`src/rtl/audio_dac_tx.sv`:
```
// Sends one 16-bit frame per 12-bit audio sample to a DAC121S101-class DAC, MSB first.
// A single holding register keeps one sample while the current frame is still shifting.
module audio_dac_tx #(
  parameter int CLK_DIV   = 4,
  parameter int TWOS_COMP = 0
) (
  input  logic        clk,
  input  logic        rst,
  input  logic [11:0] sample_in,
  input  logic        sample_valid,
  output logic        dac_sclk,
  output logic        dac_sync_n,
  output logic        dac_din,
  output logic        busy,
  output logic        frame_done,
  output logic        overrun
);
  localparam int DW = (CLK_DIV > 1) ? $clog2(CLK_DIV) : 1;
  localparam logic [DW-1:0] DIV_LAST = DW'(CLK_DIV - 1);
  localparam logic [DW-1:0] DIV_PRE  = DW'(CLK_DIV - 2);

  localparam logic [1:0] IDLE  = 2'd0;
  localparam logic [1:0] SHIFT = 2'd1;
  localparam logic [1:0] GAP   = 2'd2;

  logic [1:0]    state_q, state_d;
  logic [DW-1:0] div_q, div_d;
  logic [3:0]    bit_q, bit_d;
  logic [15:0]   shift_q, shift_d;
  logic [11:0]   hold_q, hold_d;
  logic          hold_valid_q, hold_valid_d;
  logic          sclk_q, sclk_d;
  logic          sync_n_q, sync_n_d;
  logic          busy_q, busy_d;
  logic          frame_done_q, frame_done_d;
  logic          overrun_q, overrun_d;

  logic [11:0] data_in;
  logic        div_wrap;

  // The holding register stores data already converted to offset binary.
  assign data_in  = {sample_in[11] ^ (TWOS_COMP != 0), sample_in[10:0]};
  assign div_wrap = (div_q == DIV_LAST);

  always_comb begin
    state_d      = state_q;
    div_d        = div_q;
    bit_d        = bit_q;
    shift_d      = shift_q;
    hold_d       = hold_q;
    hold_valid_d = hold_valid_q;
    sclk_d       = sclk_q;
    sync_n_d     = sync_n_q;
    frame_done_d = 1'b0;
    overrun_d    = 1'b0;

    case (state_q)
      IDLE: begin
        if (sample_valid) begin
          state_d  = SHIFT;
          shift_d  = {4'b0000, data_in};
          div_d    = '0;
          bit_d    = 4'd0;
          sclk_d   = 1'b1;
          sync_n_d = 1'b0;
        end
      end

      SHIFT: begin
        div_d = div_wrap ? '0 : div_q + 1'b1;
        // sclk_q low means we are in the second half of a bit period.
        if (div_wrap) begin
          if (sclk_q) begin
            sclk_d = 1'b0;
          end else if (bit_q == 4'd15) begin
            state_d  = GAP;
            sclk_d   = 1'b1;
            sync_n_d = 1'b1;
          end else begin
            sclk_d  = 1'b1;
            bit_d   = bit_q + 4'd1;
            shift_d = {shift_q[14:0], 1'b0};
          end
        end
        frame_done_d = !sclk_q && (bit_q == 4'd15) && (div_q == DIV_PRE);
        if (sample_valid) begin
          hold_d       = data_in;
          hold_valid_d = 1'b1;
          overrun_d    = hold_valid_q;
        end
      end

      GAP: begin
        div_d = div_wrap ? '0 : div_q + 1'b1;
        if (div_wrap) begin
          if (hold_valid_q || sample_valid) begin
            state_d  = SHIFT;
            bit_d    = 4'd0;
            sync_n_d = 1'b0;
          end else begin
            state_d = IDLE;
          end
          // A pending sample goes first; a coincident strobe takes its place in holding.
          if (hold_valid_q) begin
            shift_d      = {4'b0000, hold_q};
            hold_valid_d = sample_valid;
            if (sample_valid) hold_d = data_in;
          end else if (sample_valid) begin
            shift_d = {4'b0000, data_in};
          end
        end else if (sample_valid) begin
          hold_d       = data_in;
          hold_valid_d = 1'b1;
          overrun_d    = hold_valid_q;
        end
      end

      default: state_d = IDLE;
    endcase

    busy_d = (state_d != IDLE);
  end

  always_ff @(posedge clk or negedge rst) begin
    if (!rst) begin
      state_q      <= IDLE;
      div_q        <= '0;
      bit_q        <= 4'd0;
      shift_q      <= 16'd0;
      hold_q       <= 12'd0;
      hold_valid_q <= 1'b0;
      sclk_q       <= 1'b1;
      sync_n_q     <= 1'b1;
      busy_q       <= 1'b0;
      frame_done_q <= 1'b0;
      overrun_q    <= 1'b0;
    end else begin
      state_q      <= state_d;
      div_q        <= div_d;
      bit_q        <= bit_d;
      shift_q      <= shift_d;
      hold_q       <= hold_d;
      hold_valid_q <= hold_valid_d;
      sclk_q       <= sclk_d;
      sync_n_q     <= sync_n_d;
      busy_q       <= busy_d;
      frame_done_q <= frame_done_d;
      overrun_q    <= overrun_d;
    end
  end

  assign dac_sclk   = sclk_q;
  assign dac_sync_n = sync_n_q;
  assign dac_din    = shift_q[15];
  assign busy       = busy_q;
  assign frame_done = frame_done_q;
  assign overrun    = overrun_q;
endmodule

```
`config.mk`:
```
export PLATFORM = sky130hd
export DESIGN_NAME = audio_dac_tx
export DESIGN_NICKNAME = d
export VERILOG_FILES = /design/src/rtl/audio_dac_tx.sv
export SDC_FILE = /design/constraint.sdc
export NUM_CORES = 1
export LEC_CHECK = 0
export CORE_UTILIZATION = 51
export DETAILED_ROUTE_END_ITERATION = 6
export PLACE_DENSITY = 0.75
export SLEW_MARGIN = 40
export SYNTH_ARGS = -nofsm -noshare
export SYNTH_HDL_FRONTEND = slang
export SYNTH_SLANG_ARGS = --single-unit
```
`constraint.sdc`:
```
create_clock -name clk -period 1.9 [get_ports clk]
set_clock_uncertainty 0.15 [all_clocks]
set_input_delay 0.38 -clock clk [delete_from_list [all_inputs] [get_ports clk]]
set_output_delay 0.38 -clock clk [all_outputs]
set_load 0.02 [all_outputs]
```
After elaboration in Yosys (flattened, before gate mapping)
Index checks and enable logic that the tools add are counted.

word-level totals
  bits in registers = 42
  bits in latches = 0
  bits in writable memories = 0
  ROM bits = 0
  input port bits = 15
  output and inout bits = 6
  memories kept = 0

cells by class
  $add $sub $neg = 2
  $mul = 0
  div/mod/pow operators = 0
  order comparisons = 0
  equal/unequal tests = 13
  shifts and indexed selects = 0
  muxes and demuxes = 47
  bitwise logic cells = 0
  reduce and logical (&&, ||, !) cells = 17

operators by type and width
  kind                   count
  $mux W16               6
  $pmux W16 S3           1
  $mux W12               3
  $mux W4                6
  $pmux W12 S2           1
  $mux W1                16
  $mux W2                7
  $ne A2 B2 Y1 const B   7
  $reduce_and A7 Y1      2
  $pmux W4 S3            1
  $reduce_bool A2 Y1     4
  $eq A2 B2 Y1 const B   3
  $pmux W1 S2            3
  $pmux W2 S3            1
  $reduce_and A5 Y1      1
  $add A4 B1 Y4 const B  1
  $eq A4 B4 Y1 const B   1
  $pmux W2 S2            1
  $reduce_and A2 Y1      2
  $ne A3 B3 Y1 const B   1
  $pmux W1 S3            1
  $reduce_and A3 Y1      1
  $reduce_bool A3 Y1     1
  $add A2 B1 Y2 const B  1
  other kinds (6)        7

Logic depth before layout (Yosys ltp)
  depth after elaboration = 6
  depth in mapped cells = 8

Worst setup path before layout
No wires, ideal clock.

  path type = register to register
  start = reg state_q[0]
  end = reg shift_q[10]
  library setup time = 0.121 ns
  arrival = 1.618 ns
  setup slack = 0.011 ns
  stages on the path, launching flop included = 9
  buffers on the path = 2
  cell sequence = dfrtp_1 > inv_1 > ha_1 > buf_2 > inv_1 > nor2_2 > o221ai_4 > buf_6 > a22o_1

between the ends
  longest elaborated chain between the ends = 3
  elaborated cells between the ends (all ways) = 10
  those cells by class = 6 x eq/ne; 1 x mux; 3 x reduce/logical

RTL lines
  item                                                                 line  RTL
  start: declaration                                                   26    logic [1:0] state_q, state_d;
  start signal: assignment                                             138   state_q <= state_d;
  $eq A2 B1 Y1, or another cell as far along                           57    case (state_q)
  $ne A2 B2 Y1 (no line) / $reduce_bool A3 Y1 (equally long branches)  -
  $reduce_and A5 Y1 (no line)                                          -
  end signal: assignment                                               141   shift_q <= shift_d;
  end: declaration                                                     29    logic [15:0] shift_q, shift_d;

Parallel ways exist; a longest one is shown, timed or not.
A chain may end at the register's enable or synchronous reset.

Worst setup path in the final report
  start = reg div_q[0]
  end = reg shift_q[5]

between the ends
  longest elaborated chain between the ends = 3
  elaborated cells between the ends (all ways) = 4
  those cells by class = 3 x eq/ne; 1 x reduce/logical

RTL lines
  item                           line  RTL
  start: declaration             27    logic [DW-1:0] div_q, div_d;
  start signal: assignment       139   div_q <= div_d;
  $eq A2 B2 Y1 *                 43    assign div_wrap = (div_q == DIV_LAST);
  $ne A2 B2 Y1 (no line)         -
  $reduce_and A5 Y1 (no line) *  -

Mark *: on every way between the ends. The rest lies on a longest branch, timed or not.

==> flow_summary.toml <==
[worst_setup_path]
crit_path_start_kind = "register"
reg2reg_to = "shift_q[5]"
r2r_cells = 6
path_class = "register to register"
rr_startpoint = "div_q[0]"
rrSetupSlack_ns = 0.03
crit_path_max_fanout = 7
critPathCaptureType = "register"
cpPeakStageDelay_ns = 0.39
crit_chain = "ha_2 -> nand2b_1 -> nor2_4 -> o221ai_4 -> clkbuf_16 -> a22o_1"
required_ns = 1.94
crit_slowest_cell = "dfrtp_1"
critPathArrivalTime_ns = 1.91

[final_layout]
syn_to_final_growth_pct = 29.20
post-route-util_pct = 70.18
diodes = 0
drive_above_1_share_pct = 32.38
nets = 265
nFillCells = 278

[detailed_routing]
first_pass_iters = 4
routed_wl_mm = 5.249
drc = 0
via_per_inst = 6.116
vias = 1798
detail-route-antenna-nets = 0
drt-initial-drc-count = 111
wl_per_cell_um = 17.85

[clock_tree]
h-tree-depth = 2
cts_root_buf = "clkbuf_8"
clk_latency_ns = 0.30
clk_pin_slew_ns = 0.08
clock_sinks = 42
cts-buffers-inserted = 5
cts_tree = "yes"
cts_buffer_depth = 2

[pwr]
power_density_mw_per_mm2 = 1391
power.leakage_uw = 0.001212
power_uw = 3990
irDropWorstVdd_uv = 622.5

[yosys]
syn_area_mm2 = 0.002220
syn_nets = 218
synthDistinctLibCells = 44
yosysWarnings = 0
ys_ff_latch = 42
yosysSeqAreaShare_pct = 47.46
syn_area_per_cell_um2 = 11.32
post_synth_inst_count = 196

[die]
die_h_um = 67.97
io_pins = 21
rows = 23
initial_core_util_pct = 54.32
die_width_um = 67.97
core_mm2 = 0.004086
die_area_mm2 = 0.004620

[sta]
slew_headroom_pct = 65.25
period_share_pct = 98.40
hold_viol_final = 0
setup-violations-final = 0
fmax_mhz = 534.9
drv_slew = 0
worst_pin_slew_ns = 0.5213
period_needed_ns = 1.870

[outcome]
outcome = "completed"

[global_route]
grt_max_degree = 23
antenna_found_initial = 0
overflow = 0
track_usage_pct = 24.20
grt_pass1_vias = 1798
grt_pass1_wl_mm = 8.162

[hold_path]
hold_start = "shift_q[14]"
hold_end = "shift_q[14]"
hold_depth = 1
hold_path_class = "register to register"

[placed_design]
portBuffers = 20
gp_congestion = 0.9140
dp_hpwl_mm = 3.474

[flow_run]
maxCapViolCount = 0
==> critical path: cells and delay by family, from the launching register on <==
family                   cells  cell delay (ns)
AND/OR/NAND/NOR              2             0.34
adder cells (fa/ha/maj)      1             0.28
AO/OA/AOI/OAI                2             0.39
buffers and inverters        1             0.20
flip-flops                   1             0.39
==> how the worst max path moves through the flow <==
stage | to | cells after the start | startpoint | slack (ns)
floorplan | shift_q[10] | 8 | state_q[0] | 0.01
global placement | shift_q[6] | 5 | sample_valid | -0.06
detailed placement | shift_q[6] | 7 | state_q[0] | -0.11
CTS | shift_q[1] | 7 | state_q[0] | -0.002
global route | bit_q[0] | 6 | state_q[1] | -0.05
finish | shift_q[5] | 6 | div_q[0] | 0.03
==> through the flow <==
step	cells	hold slack, ns	worst slack, ns	TNS (ns)	instance area (um2)
after global routing	294	0.3725	-0.05352	-0.1652	2868
after CTS	288	0.3618	-0.001567	-0.001567	2731
after global placement	278	0.2282	-0.06355	-1.317	2587
after floorplan	196	-0.06559	0.01146	0	2220
final	294	0.3596	0.03032	0	2868
after detailed placement	278	0.2352	-0.1118	-2.220	2587
==> synthesized netlist by cell type, drive strengths merged <==
cell | instances | share of area [%]
a21boi | 1 | 0.34
o2bb2ai | 11 | 4.3
nor2b | 4 | 1.6
o22ai | 1 | 0.28
and4 | 1 | 0.39
o41ai | 1 | 0.39
inv | 5 | 0.85
ha | 7 | 3.9
nor3 | 2 | 0.45
mux2 | 13 | 6.6
o21ai | 9 | 2.0
nor4b | 1 | 0.39
a22o | 15 | 5.9
a21oi | 11 | 2.6
clkbuf | 1 | 0.17
o221ai | 2 | 1.6
mux2i | 1 | 0.45
and3 | 2 | 0.56
nand3b | 2 | 0.68
o31ai | 2 | 1.3
dfstp | 2 | 2.4
or3 | 1 | 0.28
nand2 | 4 | 0.68
buf | 13 | 4.2
dfrtp | 40 | 45
a22oi | 12 | 4.1
a31oi | 5 | 1.4
a21o | 2 | 0.68
or2 | 2 | 0.56
nand2b | 3 | 0.85
a2111oi | 1 | 0.68
nor2 | 11 | 2.2
and2 | 4 | 1.1
nand3 | 4 | 0.90
==> routing by layer <==
| layer | vias up | part of all wire (%) | track usage [%] |
|---|---|---|---|
| li1 | 831 | - | - |
| met2 | 61 | 50 | 39.83 |
| met1 | 893 | 44 | 29.96 |
| met5 | - | 0 | 0 |
| met4 | 0 | 1.9 | 11.72 |
| met3 | 13 | 4.5 | 5.167 |
==> area by class of cell <==
type | instances | area, um2 | share of cell area (%)
Multi-Input combinational cell | 135 | 1122 | 39.14
Clock inverter | 2 | 37.54 | 1.309
Tap cell | 50 | 62.56 | 2.182
Sequential cell | 42 | 1055 | 36.78
Timing Repair Buffer | 54 | 496.7 | 17.32
Clock buffer | 6 | 72.57 | 2.531
Inverter | 5 | 21.27 | 0.7417
==> repair_timing <==
| action | in CTS | in global routing |
|---|---|---|
| endpoints found under the setup margin | 30 | 35 |
| hold buffers | 1 | 0 |
| cloned | 0 | 1 |
| setup buffers | 1 | 5 |
| endpoints found under the hold margin | 18 | 0 |
| gates resized for setup | 5 | 20 |
| pin swaps | 1 | 6 |
==> state kept, by name (all words and copies together) (netlist names) <==
signal and cells:
bit_q 4, busy 1, dac_sclk 1, dac_sync_n 1, div_q 2, frame_done 1, hold_q 12, hold_valid_q 1
overrun 1, shift_q 16, state_q 2
==> placed cells by master (no fill, tap or decap), types with 2 or more instances in the layout <==
cell type        count
dfrtp_1             39
buf_4               29
clkdlybuf4s50_1     17
a22o_1              15
mux2_2              13
a22oi_1             11
o2bb2ai_1           11
a21oi_1             10
nor2_1               8
o21ai_0              6
a31oi_1              5
clkbuf_8             5
nand3_1              4
nand2_1              4
inv_1                3
and2_1               3
nand2b_1             3
o21ai_1              3
ha_4                 3
nor2b_2              2
nor2_4               2
nand3b_1             2
a21o_1               2
nor3_1               2
ha_2                 2
ha_1                 2
dfstp_2              2
dlygate4sd2_1        2
buf_12               2
==> power breakdown <==
group / switching, uW / internal, uW / total, uW
logic: 885 / 988 / 1870
registers: 203 / 1210 / 1420
clock network: 309 / 392 / 701
total: 1400 / 2590 / 3990
==> cells by family (layout without fill, tap and decap cells) <==
logic type / after synthesis / count (layout) / synth area share (%)
AO/OA/AOI/OAI: 73 / 73 / 25.65
flip-flops: 42 / 42 / 47.46
AND/OR/NAND/NOR: 41 / 41 / 10.65
buffers and inverters: 19 / 67 / 5.242
multiplexers: 14 / 14 / 7.046
adder cells (fa/ha/maj): 7 / 7 / 3.946
Note: power is estimated with default switching activity, not from simulation.
